===== src/rtl/refclk_phase_gen.sv =====
// Multi-phase reference clock generator: NUM_PH equally spaced phases of one divided clock, all registered in clk.
// Latency: refclk[0] is high in the first cycle after afctrigger is sampled high; all outputs are registered.
// Backpressure: none. Outputs run freely while enabled, and a stop drains to whole pulses before going idle.
//
// Ports:
//   clk, rst      system clock; asynchronous active-high reset
//   afctrigger    level enable (1 = run, 0 = stop after the in-flight pulses complete)
//   div_step      cycles per phase step (0 behaves as 1), latched on start
//   refclk        NUM_PH phase outputs; bit k lags bit 0 by k*360/NUM_PH degrees
//   busy          high whenever the generator is not idle
//   period_tick   one-cycle pulse on the last cycle of each period and on the drain exit
//   edge_cnt      rising edges of refclk[0] since the last start, saturating
//                 (present only with REFCLK_EDGE_CNT_EN defined, otherwise tied to 0)
module refclk_phase_gen #(
    parameter int NUM_PH = 4,
    parameter int DIV_W  = 8,
    parameter int CNT_W  = 16
) (
    input  logic              clk,
    input  logic              rst,
    input  logic              afctrigger,
    input  logic [DIV_W-1:0]  div_step,
    output logic [NUM_PH-1:0] refclk,
    output logic              busy,
    output logic              period_tick,
    output logic [CNT_W-1:0]  edge_cnt
);

    localparam int NSTEP = 2 * NUM_PH;
    localparam int IW    = $clog2(NSTEP);

    typedef enum logic [1:0] {
        IDLE  = 2'd0,
        RUN   = 2'd1,
        DRAIN = 2'd2
    } state_t;

    state_t            state, state_d;
    logic [DIV_W-1:0]  s_lat, s_lat_d;
    logic [DIV_W-1:0]  scnt, scnt_d, scnt_step;
    logic [IW-1:0]     idx, idx_d, idx_step;
    logic [NUM_PH-1:0] mask, mask_d, mask_upd, rise_at;
    logic [NUM_PH-1:0] refclk_d;
    logic              busy_d, tick_d;
    logic              step_last;
    logic [DIV_W-1:0]  s_eff;

    // A zero step would never advance; treat it as a single-cycle step.
    assign s_eff = (div_step == '0) ? DIV_W'(1) : div_step;

    // Phase k is high for the NUM_PH steps starting at step 2k.
    function automatic logic [NUM_PH-1:0] phase_raw(input logic [IW-1:0] i);
        int d;
        phase_raw = '0;
        for (int k = 0; k < NUM_PH; k++) begin
            d = int'(i) - 2 * k;
            if (d < 0) begin
                d = d + NSTEP;
            end
            phase_raw[k] = (d < NUM_PH);
        end
    endfunction

    // Position (idx, scnt) of the cycle that follows the coming edge.
    always_comb begin
        step_last = (scnt == s_lat - DIV_W'(1));
        scnt_step = scnt + DIV_W'(1);
        idx_step  = idx;
        if (step_last) begin
            scnt_step = '0;
            idx_step  = (idx == IW'(NSTEP - 1)) ? '0 : idx + IW'(1);
        end
        rise_at = '0;
        for (int k = 0; k < NUM_PH; k++) begin
            rise_at[k] = (scnt_step == '0) && (idx_step == IW'(2 * k));
        end
        // Masks only change at a phase's own rise point, so every pulse that
        // starts also finishes; the enable level picks arm versus retire.
        mask_upd = afctrigger ? (mask | rise_at) : (mask & ~rise_at);
    end

    always_comb begin
        state_d  = IDLE;
        s_lat_d  = s_lat;
        scnt_d   = '0;
        idx_d    = '0;
        mask_d   = '0;
        refclk_d = '0;
        busy_d   = 1'b0;
        tick_d   = 1'b0;
        case (state)
            IDLE: begin
                if (afctrigger) begin
                    state_d     = RUN;
                    s_lat_d     = s_eff;
                    mask_d      = NUM_PH'(1);
                    refclk_d    = NUM_PH'(1);
                    busy_d      = 1'b1;
                end
            end
            RUN, DRAIN: begin
                if (!afctrigger && (mask_upd == '0)) begin
                    // Last phase retired: go idle and flag the exit.
                    state_d = IDLE;
                    tick_d  = 1'b1;
                end else begin
                    state_d  = afctrigger ? RUN : DRAIN;
                    scnt_d   = scnt_step;
                    idx_d    = idx_step;
                    mask_d   = mask_upd;
                    refclk_d = phase_raw(idx_step) & mask_upd;
                    busy_d   = 1'b1;
                    tick_d   = (idx_step == IW'(NSTEP - 1)) &&
                               (scnt_step == s_lat - DIV_W'(1));
                end
            end
            default: state_d = IDLE;
        endcase
    end

    always_ff @(posedge clk or posedge rst) begin
        if (rst) begin
            state       <= IDLE;
            s_lat       <= '0;
            scnt        <= '0;
            idx         <= '0;
            mask        <= '0;
            refclk      <= '0;
            busy        <= 1'b0;
            period_tick <= 1'b0;
        end else begin
            state       <= state_d;
            s_lat       <= s_lat_d;
            scnt        <= scnt_d;
            idx         <= idx_d;
            mask        <= mask_d;
            refclk      <= refclk_d;
            busy        <= busy_d;
            period_tick <= tick_d;
        end
    end

`ifdef REFCLK_EDGE_CNT_EN
    // The start edge is itself a rising edge of refclk[0], so a start loads 1.
    always_ff @(posedge clk or posedge rst) begin
        if (rst) begin
            edge_cnt <= '0;
        end else if ((state == IDLE) && afctrigger) begin
            edge_cnt <= CNT_W'(1);
        end else if (refclk_d[0] && !refclk[0] && (edge_cnt != '1)) begin
            edge_cnt <= edge_cnt + CNT_W'(1);
        end
    end
`else
    assign edge_cnt = '0;
`endif

endmodule


===== config.mk =====
export PLATFORM = sky130hd
export DESIGN_NAME = refclk_phase_gen
export DESIGN_NICKNAME = d
export VERILOG_FILES = /design/src/rtl/refclk_phase_gen.sv
export SDC_FILE = /design/constraint.sdc
export NUM_CORES = 1
export LEC_CHECK = 0
export BUFFER_PORTS_ARGS = -buffer_cell sky130_fd_sc_hd__buf_2
export CAP_MARGIN = 10
export CORE_AREA = 2 2 72 74
export DETAILED_ROUTE_END_ITERATION = 12
export DIE_AREA = 0 0 74 76
export HOLD_SLACK_MARGIN = 0.05
export PLACE_DENSITY = 0.69
export REMOVE_ABC_BUFFERS = 1
export SLEW_MARGIN = 0
export SYNTH_ARGS = -nofsm -noshare
export SYNTH_HDL_FRONTEND = slang
export SYNTH_SLANG_ARGS = --single-unit

===== constraint.sdc =====
create_clock -name clk -period 3.55 [get_ports clk]
set_clock_uncertainty 0.05 [all_clocks]
set_input_delay 0.355 -clock clk [delete_from_list [all_inputs] [get_ports clk]]
set_output_delay 0.355 -clock clk [all_outputs]
set_load 0.005 [all_outputs]

==> impl_table.tex, run 1 <==
\begin{tabular}{lr}
\hline
Metric & Value \\
\hline
\multicolumn{2}{l}{\textbf{Clock network}} \\
Clock sink total & 31 \\
Num CTS Buffers & 5 \\
Maximum buffer depth of the clock tree & 2 \\
Root Buffer & clkbuf\_8 \\
CTS tree & built \\
Skew-Pair Late Insertion Delay & 0.29 ns \\
Clock transition at path regs & 0.07 ns \\
H-tree lvl count & 2 \\
Hold-fix buffers at CTS & 0 \\
\multicolumn{2}{l}{\textbf{Synth}} \\
FF+latch count, synth & 31 \\
Commonest register cell after synthesis & dfrtp\_1 \\
Proportion of synthesized flip-flops having asynchronous set or reset & 100\% \\
Sequential fraction of the synthesis area & 35.5\% \\
Combinational family with the most area after synthesis & simple AND/OR/NAND/NOR gates \\
Cell with the most instances after synthesis & dfrtp\_1 \\
Xor and xnor fraction of the mapped netlist area & 12.4\% \\
Compound-gate portion of the synthesized area & 13.8\% \\
Number of synthesized flops with an enable pin & 0 \\
Mean instance size in the synthesized netlist & 9.37 um2 \\
Cell area after technology mapping & 2180 um2 \\
Share of synthesized cell area in and, or, nand and nor gates & 18.3\% \\
Post-Synth Adder-Cell Area & 4.58\% \\
Cell type with the largest total area after synthesis & dfrtp\_1 \\
Mux cell area share after synthesis & 5.44\% \\
Unique cell type count in the Yosys netlist & 52 \\
Cells after synthesis & 233 \\
Synthesis warning total & 0 \\
Synth top area share & 35.5\% \\
Cell types with the highest counts after synthesis & 31 x dfrtp\_1, 18 x nor2\_1, 16 x buf\_4, 16 x xnor2\_1, 15 x xor2\_1 \\
Ranking of synthesized cells by area & dfrtp\_1 36\%, xnor2\_1 6.4\%, xor2\_1 6.0\% \\
\multicolumn{2}{l}{\textbf{Placed design}} \\
Estimated wirelength of the detail-placed design & 3.35 mm \\
Count of input and output buffers & 16 \\
Placed cell areas & 2340 um2 \\
Final GP Congestion & 0.841 \\
Setup slack at placement & -0.0368 ns \\
\multicolumn{2}{l}{\textbf{Floorplanning}} \\
Core ar. & 4910 um2 \\
I/O pin cnt & 33 \\
Count of standard-cell rows & 26 \\
Full die area & 5620 um2 \\
Horizontal die dimension & 74 um \\
Die height & 76 um \\
Effective utilization at floorplan & 44.4\% \\
\multicolumn{2}{l}{\textbf{Worst setup path}} \\
Critical path startpoint & s\_lat[1] \\
Data arrival time at the worst-slack endpoint & 3.50 ns \\
Setup slack of the worst register-to-register path & 0.15 ns \\
Biggest cell delay along the critical path & 0.39 ns \\
Endpoint of the most critical setup path & scnt[6] \\
Crit Reg-Reg Startpoint & s\_lat[1] \\
Max Fanout on Critical Path & 7 \\
Worst path slowest cell & dfrtp\_1 \\
Crit path cell chain & inv\_1, ha\_4, xnor2\_1, xnor2\_1, nor4\_2, nand4b\_2, or2\_4, mux2i\_4, ha\_2, o21ai\_1, o21ai\_1, o22ai\_1, buf\_4, o311ai\_4, nor2\_1 \\
CP endpoint kind & flip-flop \\
End of the worst register-to-register path & scnt[6] \\
Sort of element at the start of the critical path & flip-flop \\
WP data required & 3.66 ns \\
Critical path type & reg2reg \\
Number of cell instances on the worst register-to-register path & 15 \\
\multicolumn{2}{l}{\textbf{Timing}} \\
Headroom to the max-slew limit & 64.6\% \\
Hold Violations, Final & 0 \\
Post-layout worst setup margin & 0.153 ns \\
Peak clock frequency supported by timing & 0.294 GHz \\
Final hold slack & 0.0761 ns \\
Fraction of the cycle the final worst path needs & 95.7\% \\
Setup violators final & 0 \\
Max-slew violations & 0 \\
Post-route minimum period & 3.40 ns \\
Worst Tran Pin Value & 0.527 ns \\
\multicolumn{2}{l}{\textbf{Finish}} \\
FF+latch area & 777 um2 \\
Number of diodes & 0 \\
Area used by multi-input combinational logic & 1320 um2 \\
Growth of design area from synthesis to finish & 16.8\% \\
Final Net Count & 282 \\
Filler Cells Inserted & 426 \\
Fraction of final layout cells with drive strength greater than 1 & 26.9\% \\
Total non-filler cell area in the finished layout & 2550 um2 \\
\multicolumn{2}{l}{\textbf{Detailed routing}} \\
Pre-antenna DRT Iters & 4 \\
Wire length per cell & 13.5 um \\
DRC Markers & 0 \\
Initial DRC Count & 63 \\
Via count & 1716 \\
Vias per std cell & 5.14 \\
Routed wire length & 4.52 mm \\
Final ANT Viol Nets & 0 \\
\multicolumn{2}{l}{\textbf{Pwr}} \\
Leak pwr & 1.09 nW \\
Total power density per cell area & 619 nW/um2 \\
IR Drop Worst-Case VDD & 0.455 mV \\
\multicolumn{2}{l}{\textbf{Global routing}} \\
Initial antenna violation count & 0 \\
Global Route Usage Sum & 17.4\% \\
Total congestion overflow after global routing & 0 \\
Number of global-route vias before repair & 1664 \\
Global-route wire length before repair & 7.59 mm \\
Maximum number of pins on one net before global-route repair & 32 \\
\multicolumn{2}{l}{\textbf{Status}} \\
Outcome & finished clean \\
\multicolumn{2}{l}{\textbf{Hold path}} \\
Class of the most critical hold timing path & in2async \\
\multicolumn{2}{l}{\textbf{Job}} \\
Maxcap violations & 0 \\
\hline
\end{tabular}
==> cell families (layout without fill, tap and decap cells) <==
| family | Yosys count | in the layout |
|---|---|---|
| AO/OA/AOI/OAI | 39 | 39 |
| XOR/XNOR | 31 | 31 |
| adder cells (fa/ha/maj) | 8 | 8 |
| buffers and inverters | 38 | 54 |
| flip-flops | 31 | 31 |
| multiplexers | 11 | 11 |
| other | 1 | 16 |
| AND/OR/NAND/NOR | 74 | 74 |
==> routing by layer <==
| metal | vias to the layer above | global-route usage (%) | wire length, um |
|---|---|---|---|
| li1 | 850 | - | - |
| met1 | 814 | 23.0 | 2020 |
| met2 | 46 | 27.3 | 2190 |
| met3 | 6 | 4.23 | 218 |
| met4 | 0 | 6.73 | 83 |
| met5 | - | 0 | 0 |
==> layout make-up <==
| type | count | share of cell area, % |
|---|---|---|
| multi-input combinational | 179 | 51.7 |
| clock inverter | 1 | 0.294 |
| inverter | 11 | 1.62 |
| timing repair buffer | 35 | 8.73 |
| sequential | 31 | 30.5 |
| clock buffer | 7 | 3.78 |
| tap | 70 | 3.43 |
==> metrics by stage <==
stage / total power, W / utilization (%) / TNS [ns] / std cells
after floorplan: 0.00100 / - / -0.262 / 221
after global placement: 0.00119 / 47.7 / 0 / 321
after detailed placement: 0.00119 / 47.7 / -0.111 / 321
after CTS: 0.00151 / 49.8 / 0 / 329
after global routing: 0.00169 / 51.9 / -0.614 / 334
final: 0.00158 / 51.9 / 0 / 334
==> state kept, by name, indices dropped and copies added, names as in the netlist <==
| name | flops |
|---|---|
| state | 2 |
| period_tick | 1 |
| idx | 3 |
| busy | 1 |
| mask | 4 |
| refclk | 4 |
| s_lat | 8 |
| scnt | 8 |
==> worst min path at each step <==
stage	from	end	depth (start not counted)
6_report	rst	busy	3
5_1_grt	rst	busy	3
4_1_cts	rst	s_lat[3]	3
3_5_place_dp	rst	s_lat[3]	3
3_3_place_gp	rst	s_lat[3]	3
2_1_floorplan	afctrigger	state[1]	1
==> repair_timing <==
action	in CTS	in global routing
pin swaps	0	12
gates resized for setup	2	19
endpoints found under the hold margin	0	0
endpoints found under the setup margin	8	15
setup buffers	0	5
==> power breakdown <==
| group | switching [W] | internal (W) | leakage (nW) | total, W |
|---|---|---|---|---|
| registers | 0.000103 | 0.000428 | 0.404 | 0.000531 |
| logic | 0.000377 | 0.000362 | 0.639 | 0.000739 |
| clock network | 0.000133 | 0.000176 | 0.0505 | 0.000309 |
==> layout by cell type, fill, tap and decap left out, drive strengths merged, types with 2 or more instances in the layout <==
master  instances
nor2b           4
xor2           15
nand3           7
a31oi           2
nor4            5
conb           16
nand4b          2
mux2            7
inv            11
o31ai           2
a211oi          2
mux2i           4
nand2          12
nor3b           2
nor3            9
and2            2
nand2b          2
o21ai          11
dfrtp          31
ha              8
buf            35
a21oi           7
nor2           18
clkbuf          7
or3             2
a31o            2
o211ai          3
nand4           4
xnor2          16
==> critical path: cells and delay by family, from the launching register on <==
kind                     cells  cell delay, ns
flip-flops                   1            0.39
XOR/XNOR                     2            0.41
buffers and inverters        2            0.25
AO/OA/AOI/OAI                4            0.74
AND/OR/NAND/NOR              4            0.79
adder cells (fa/ha/maj)      2            0.42
multiplexers                 1            0.21
No activity file was read; power rests on OpenSTA's default activity.
==> inputs of run 2 (changes only) <==
PLACE_DENSITY = 0.67   (was 0.69)
clock period = 3.17 ns   (was 3.55 ns; I/O delays follow)
==> run 2 against run 1 <==
Against the previous run: the run now ends with negative setup slack left; combinational power is 42% higher; total power up 21%; non-clock buffer count is 29 higher; global-route usage increased by 2.3 points.
==> impl_table.tex, run 2 (synthesis results as in run 1) <==
\begin{tabular}{lr}
\hline
Metric & Value \\
\hline
\multicolumn{2}{l}{\textbf{Detailed routing}} \\
Initial DRC Count & 100 \\
DRC Markers & 0 \\
Routed wire length & 5.29 mm \\
Vias per std cell & 5.16 \\
Final ANT Viol Nets & 0 \\
Pre-antenna DRT Iters & 4 \\
Via count & 1874 \\
Wire length per cell & 14.6 um \\
\multicolumn{2}{l}{\textbf{Floorplanning}} \\
Die height & 76 um \\
Horizontal die dimension & 74 um \\
Full die area & 5620 um2 \\
Effective utilization at floorplan & 44.4\% \\
Count of standard-cell rows & 26 \\
I/O pin cnt & 33 \\
Core ar. & 4910 um2 \\
\multicolumn{2}{l}{\textbf{Worst setup path}} \\
Data arrival time at the worst-slack endpoint & 3.45 ns \\
Max Fanout on Critical Path & 7 \\
Sort of element at the start of the critical path & flip-flop \\
Crit path cell chain & or3\_4, xnor2\_2, nor4\_2, nand4b\_2, buf\_4, buf\_4, buf\_4, buf\_4, nor4b\_2, a31oi\_1, a22o\_4, o311ai\_4, nor2b\_1 \\
WP data required & 3.28 ns \\
CP endpoint kind & flip-flop \\
Biggest cell delay along the critical path & 0.44 ns \\
Worst path most repeated cell & buf\_4 \\
Worst path slowest cell & or3\_4 \\
Critical path type & reg2reg \\
\multicolumn{2}{l}{\textbf{Pwr}} \\
IR Drop Worst-Case VDD & 0.527 mV \\
Leak pwr & 1.25 nW \\
Total power density per cell area & 674 nW/um2 \\
\multicolumn{2}{l}{\textbf{Timing}} \\
Post-route minimum period & 3.34 ns \\
Setup violators final & 14 \\
Peak clock frequency supported by timing & 0.299 GHz \\
Max-slew violations & 0 \\
Unrepaired setup endpoints after global routing & yes \\
Hold Violations, Final & 0 \\
Post-layout worst setup margin & -0.173 ns \\
Final hold slack & 0.0391 ns \\
Total negative setup slack & -1.76 ns \\
Fraction of the cycle the final worst path needs & 105\% \\
\multicolumn{2}{l}{\textbf{Finish}} \\
Number of diodes & 0 \\
Commonest cells after routing, fill and taps aside & 47 x buf\_4, 31 x dfrtp\_1, 17 x nor2\_1, 16 x conb\_1, 16 x buf\_2 \\
Filler Cells Inserted & 405 \\
Fraction of final layout cells with drive strength greater than 1 & 38.2\% \\
Regs by FF count & s\_lat x8, scnt x8 \\
Final Net Count & 311 \\
Number of standard cells in the layout, taps in and fillers out & 363 \\
Total non-filler cell area in the finished layout & 2840 um2 \\
Most common cell after layout, fill and taps aside & buf\_4 \\
Growth of design area from synthesis to finish & 30.1\% \\
Utilization after layout & 57.8\% \\
\multicolumn{2}{l}{\textbf{Global routing}} \\
Initial antenna violation count & 0 \\
Total congestion overflow after global routing & 0 \\
Number of global-route vias before repair & 1760 \\
Global Route Usage Sum & 19.8\% \\
Maximum number of pins on one net before global-route repair & 32 \\
Global-route wire length before repair & 8.45 mm \\
\multicolumn{2}{l}{\textbf{Clock network}} \\
Clock sink total & 31 \\
Maximum buffer depth of the clock tree & 2 \\
Root Buffer & clkbuf\_8 \\
Num CTS Buffers & 5 \\
Hold-fix buffers at CTS & 0 \\
Clock transition at path regs & 0.07 ns \\
CTS tree & built \\
Skew-Pair Late Insertion Delay & 0.30 ns \\
H-tree lvl count & 2 \\
\multicolumn{2}{l}{\textbf{Placed design}} \\
Count of input and output buffers & 16 \\
Final GP Congestion & 0.860 \\
Number of placed instances, taps included & 342 \\
Estimated wirelength of the detail-placed design & 3.61 mm \\
Placed cell areas & 2500 um2 \\
\multicolumn{2}{l}{\textbf{Job}} \\
Maxcap violations & 0 \\
\multicolumn{2}{l}{\textbf{Status}} \\
Outcome & finished, violations left \\
Violations in the final reports & negative setup slack \\
\multicolumn{2}{l}{\textbf{Hold path}} \\
Class of the most critical hold timing path & in2async \\
\hline
\end{tabular}
[run 2: cell types whose count changed in the layout (fill, tap and decap cells not counted), moves of 2 or more]
cell	change
clkbuf_8	-2
xnor2_1	-2
o21ai_1	-4
ha_2	-2
xnor2_2	+2
o21ai_2	+4
buf_4	+28
ha_4	+2
[run 2: critical path: cells and delay by family (launching register included)]
family | cells | cell delay (ns)
AO/OA/AOI/OAI | 3 | 0.81
XOR/XNOR | 1 | 0.15
buffers and inverters | 4 | 0.57
flip-flops | 1 | 0.43
AND/OR/NAND/NOR | 5 | 1.21
[run 2: final timing paths]
path | to | slack, ns | cells after the start | start
max | scnt[7] | -0.17 | 13 | s_lat[0]
min | refclk[0] | 0.04 | 3 | rst
max reg2reg | scnt[7] | -0.17 | 13 | s_lat[0]
min reg2reg | s_lat[4] | 0.52 | 1 | s_lat[4]
max in group asynchronous | scnt[3] | 2.74 | 3 | rst
min in group clk | s_lat[1] | 0.22 | 2 | div_step[1]
[run 2: layer usage]
layer	up-vias	wire length, um	global-route usage [%]
li1	907	-	-
met5	-	0	0
met2	73	2630	31.8
met1	884	2310	25.7
met4	0	116	7.09
met3	10	240	4.63
[run 2: metrics by stage]
| step | total power (W) | worst slack, ns |
|---|---|---|
| 6_report | 0.00191 | -0.173 |
| 5_1_grt | 0.00204 | -0.319 |
| 4_1_cts | 0.00184 | -0.155 |
| 3_5_place_dp | 0.00147 | -0.334 |
| 3_3_place_gp | 0.00145 | -0.234 |
| 2_1_floorplan | 0.00112 | -0.423 |
[run 2: final cells by class]
type	count	area, um2	share of cell area, %
repair buffers	64	448	15.8
well taps	70	87.6	3.08
inverters	11	41.3	1.45
clock buffers	5	68.8	2.42
flip-flops and latches	31	776	27.3
clock inverters	3	20.0	0.705
multi-input cells	179	1400	49.3
[run 2: timing repair]
action                                  in CTS  in global routing
buffers inserted                            10                  6
pin swaps                                   11                 20
endpoints found under the setup margin      15                 20
gates resized for setup                     20                 19
[run 2: power by group]
part,internal (W),switching [W]
Combinational,0.000528,0.000527
Clock,0.000152,0.000163
Sequential,0.000479,0.0000650
Total,0.00116,0.000754
==> inputs of run 3 (changes only) <==
RECOVER_POWER = 25   (was not set)
==> run 3 against run 2 <==
Against the previous run: the flow finishes with violations (max-capacitance violations, max-slew violations, negative setup slack); largest power group unchanged; total power is essentially flat; flip-flop and latch count unchanged; largest cell class unchanged; critical path depth did not move; critical endpoint unchanged.
==> impl_table.tex, run 3 (synthesis results as in run 1) <==
\begin{tabular}{lr}
\hline
Metric & Value \\
\hline
\multicolumn{2}{l}{\textbf{Clock network}} \\
Skew-Pair Late Insertion Delay & 0.29 ns \\
Clock transition at path regs & 0.07 ns \\
Num CTS Buffers & 5 \\
H-tree lvl count & 2 \\
Maximum buffer depth of the clock tree & 2 \\
Clock sink total & 31 \\
CTS tree & built \\
Hold-fix buffers at CTS & 0 \\
Root Buffer & clkbuf\_8 \\
\multicolumn{2}{l}{\textbf{Hold path}} \\
Class of the most critical hold timing path & in2reg \\
\multicolumn{2}{l}{\textbf{Timing}} \\
Post-layout worst setup margin & -0.173 ns \\
Fraction of the cycle the final worst path needs & 105\% \\
Worst Tran Pin Value & 1.67 ns \\
Headroom to the max-slew limit & -11.3\% \\
Post-route minimum period & 3.34 ns \\
Peak clock frequency supported by timing & 0.299 GHz \\
Total negative setup slack & -1.76 ns \\
Setup violators final & 14 \\
Hold Violations, Final & 0 \\
Unrepaired setup endpoints after global routing & yes \\
Max-slew violations & 32 \\
\multicolumn{2}{l}{\textbf{Pwr}} \\
Total power density per cell area & 674 nW/um2 \\
Leak pwr & 1.25 nW \\
IR Drop Worst-Case VDD & 0.526 mV \\
Total design power & 0.00191 W \\
\multicolumn{2}{l}{\textbf{Worst setup path}} \\
WP data required & 3.28 ns \\
Sort of element at the start of the critical path & flip-flop \\
Max Fanout on Critical Path & 7 \\
Data arrival time at the worst-slack endpoint & 3.45 ns \\
CP endpoint kind & flip-flop \\
Critical path type & reg2reg \\
\multicolumn{2}{l}{\textbf{Finish}} \\
Number of diodes & 0 \\
Growth of design area from synthesis to finish & 29.9\% \\
Final Net Count & 311 \\
Total non-filler cell area in the finished layout & 2840 um2 \\
Commonest cells after routing, fill and taps aside & 46 x buf\_4, 31 x dfrtp\_1, 17 x nor2\_1, 16 x conb\_1, 16 x buf\_2 \\
Regs by FF count & s\_lat x8, scnt x8 \\
Fraction of final layout cells with drive strength greater than 1 & 37.9\% \\
Most common cell after layout, fill and taps aside & buf\_4 \\
\multicolumn{2}{l}{\textbf{Detailed routing}} \\
Routed wire length & 5.29 mm \\
Via count & 1870 \\
Length of routed met2 wiring & 2.63 mm \\
Met1 layer wirelength in the final routing & 2.32 mm \\
DRC Markers & 0 \\
Initial DRC Count & 100 \\
Vias per std cell & 5.15 \\
Wire length per cell & 14.6 um \\
Final ANT Viol Nets & 0 \\
Uppermost routed layer & met4 \\
Met3 wirelength from detailed routing & 232 um \\
Pre-antenna DRT Iters & 4 \\
\multicolumn{2}{l}{\textbf{Global routing}} \\
Total congestion overflow after global routing & 0 \\
Maximum number of pins on one net before global-route repair & 32 \\
Number of global-route vias before repair & 1760 \\
Global-route wire length before repair & 8.45 mm \\
Global Route Usage Sum & 19.8\% \\
Initial antenna violation count & 0 \\
\multicolumn{2}{l}{\textbf{Placed design}} \\
Placed cell areas & 2500 um2 \\
Final GP Congestion & 0.860 \\
Count of input and output buffers & 16 \\
Setup slack at placement & -0.334 ns \\
Estimated wirelength of the detail-placed design & 3.61 mm \\
\multicolumn{2}{l}{\textbf{Floorplanning}} \\
Count of standard-cell rows & 26 \\
Die height & 76 um \\
Core ar. & 4910 um2 \\
Full die area & 5620 um2 \\
I/O pin cnt & 33 \\
Effective utilization at floorplan & 44.4\% \\
Horizontal die dimension & 74 um \\
\multicolumn{2}{l}{\textbf{Status}} \\
Outcome & finished, violations left \\
Violations in the final reports & max-capacitance violations, max-slew violations, negative setup slack \\
\multicolumn{2}{l}{\textbf{Job}} \\
Maxcap violations & 1 \\
\hline
\end{tabular}
-- run 3: cell count changes in the layout (fill, tap and decap cells not counted) --
| cell | previous run | this run |
|---|---|---|
| clkbuf_1 | 0 | 1 |
| buf_4 | 47 | 46 |
-- run 3: through the flow --
| stage | hold WS, ns | utilization, % | cells |
|---|---|---|---|
| detailed placement | 0.368 | 50.9 | 342 |
| finish | 0.220 | 57.7 | 363 |
| CTS | 0.0532 | 55.7 | 360 |
| global placement | 0.363 | 50.9 | 342 |
| floorplan | 0.340 | - | 221 |
| global route | 0.220 | 57.7 | 363 |
-- run 3: layout make-up --
class,count,area (um2)
clock buffer,5,68.8
clock inverter,3,20.0
timing repair buffer,64,444
inverter,11,41.3
fill,407,2080
tap,70,87.6
sequential,31,776
multi-input combinational,179,1400
-- run 3: path summary, 6_finish.rpt --
kind,start,endpoint,slack [ns],cells after the start
setup / recovery,s_lat[0],scnt[7],-0.17,13
hold / removal,div_step[1],s_lat[1],0.22,2
setup reg to reg,s_lat[0],scnt[7],-0.17,13
hold reg to reg,s_lat[4],s_lat[4],0.52,1
max in group asynchronous,rst,scnt[3],1.56,3
min in group asynchronous,rst,refclk[0],0.54,3
-- run 3: report_power, final --
part           switching (W)  internal, W  total (W)
Combinational       0.000526     0.000528    0.00105
Sequential         0.0000651     0.000479   0.000544
Clock               0.000162     0.000152   0.000315
Total               0.000753      0.00116    0.00191
-- run 3: routing by layer --
layer / track usage [%] / vias up
met4: 7.09 / 0
li1: - / 907
met3: 4.63 / 10
met5: 0 / -
met1: 25.7 / 885
met2: 31.8 / 68
-- run 3: critical path, stage by stage (launching register included) --
cell	delay [ns]
dfrtp_1	0.43
or3_4	0.44
xnor2_2	0.15
nor4_2	0.30
nand4b_2	0.16
buf_4	0.16
buf_4	0.13
buf_4	0.13
buf_4	0.15
nor4b_2	0.21
a31oi_1	0.12
a22o_4	0.29
o311ai_4	0.40
nor2b_1	0.10
-- run 3: repair_timing --
action	CTS	global route
pin swaps	11	20
cloned	0	0
buffers inserted	10	6
endpoints found under the setup margin	15	20
gates resized for setup	20	19
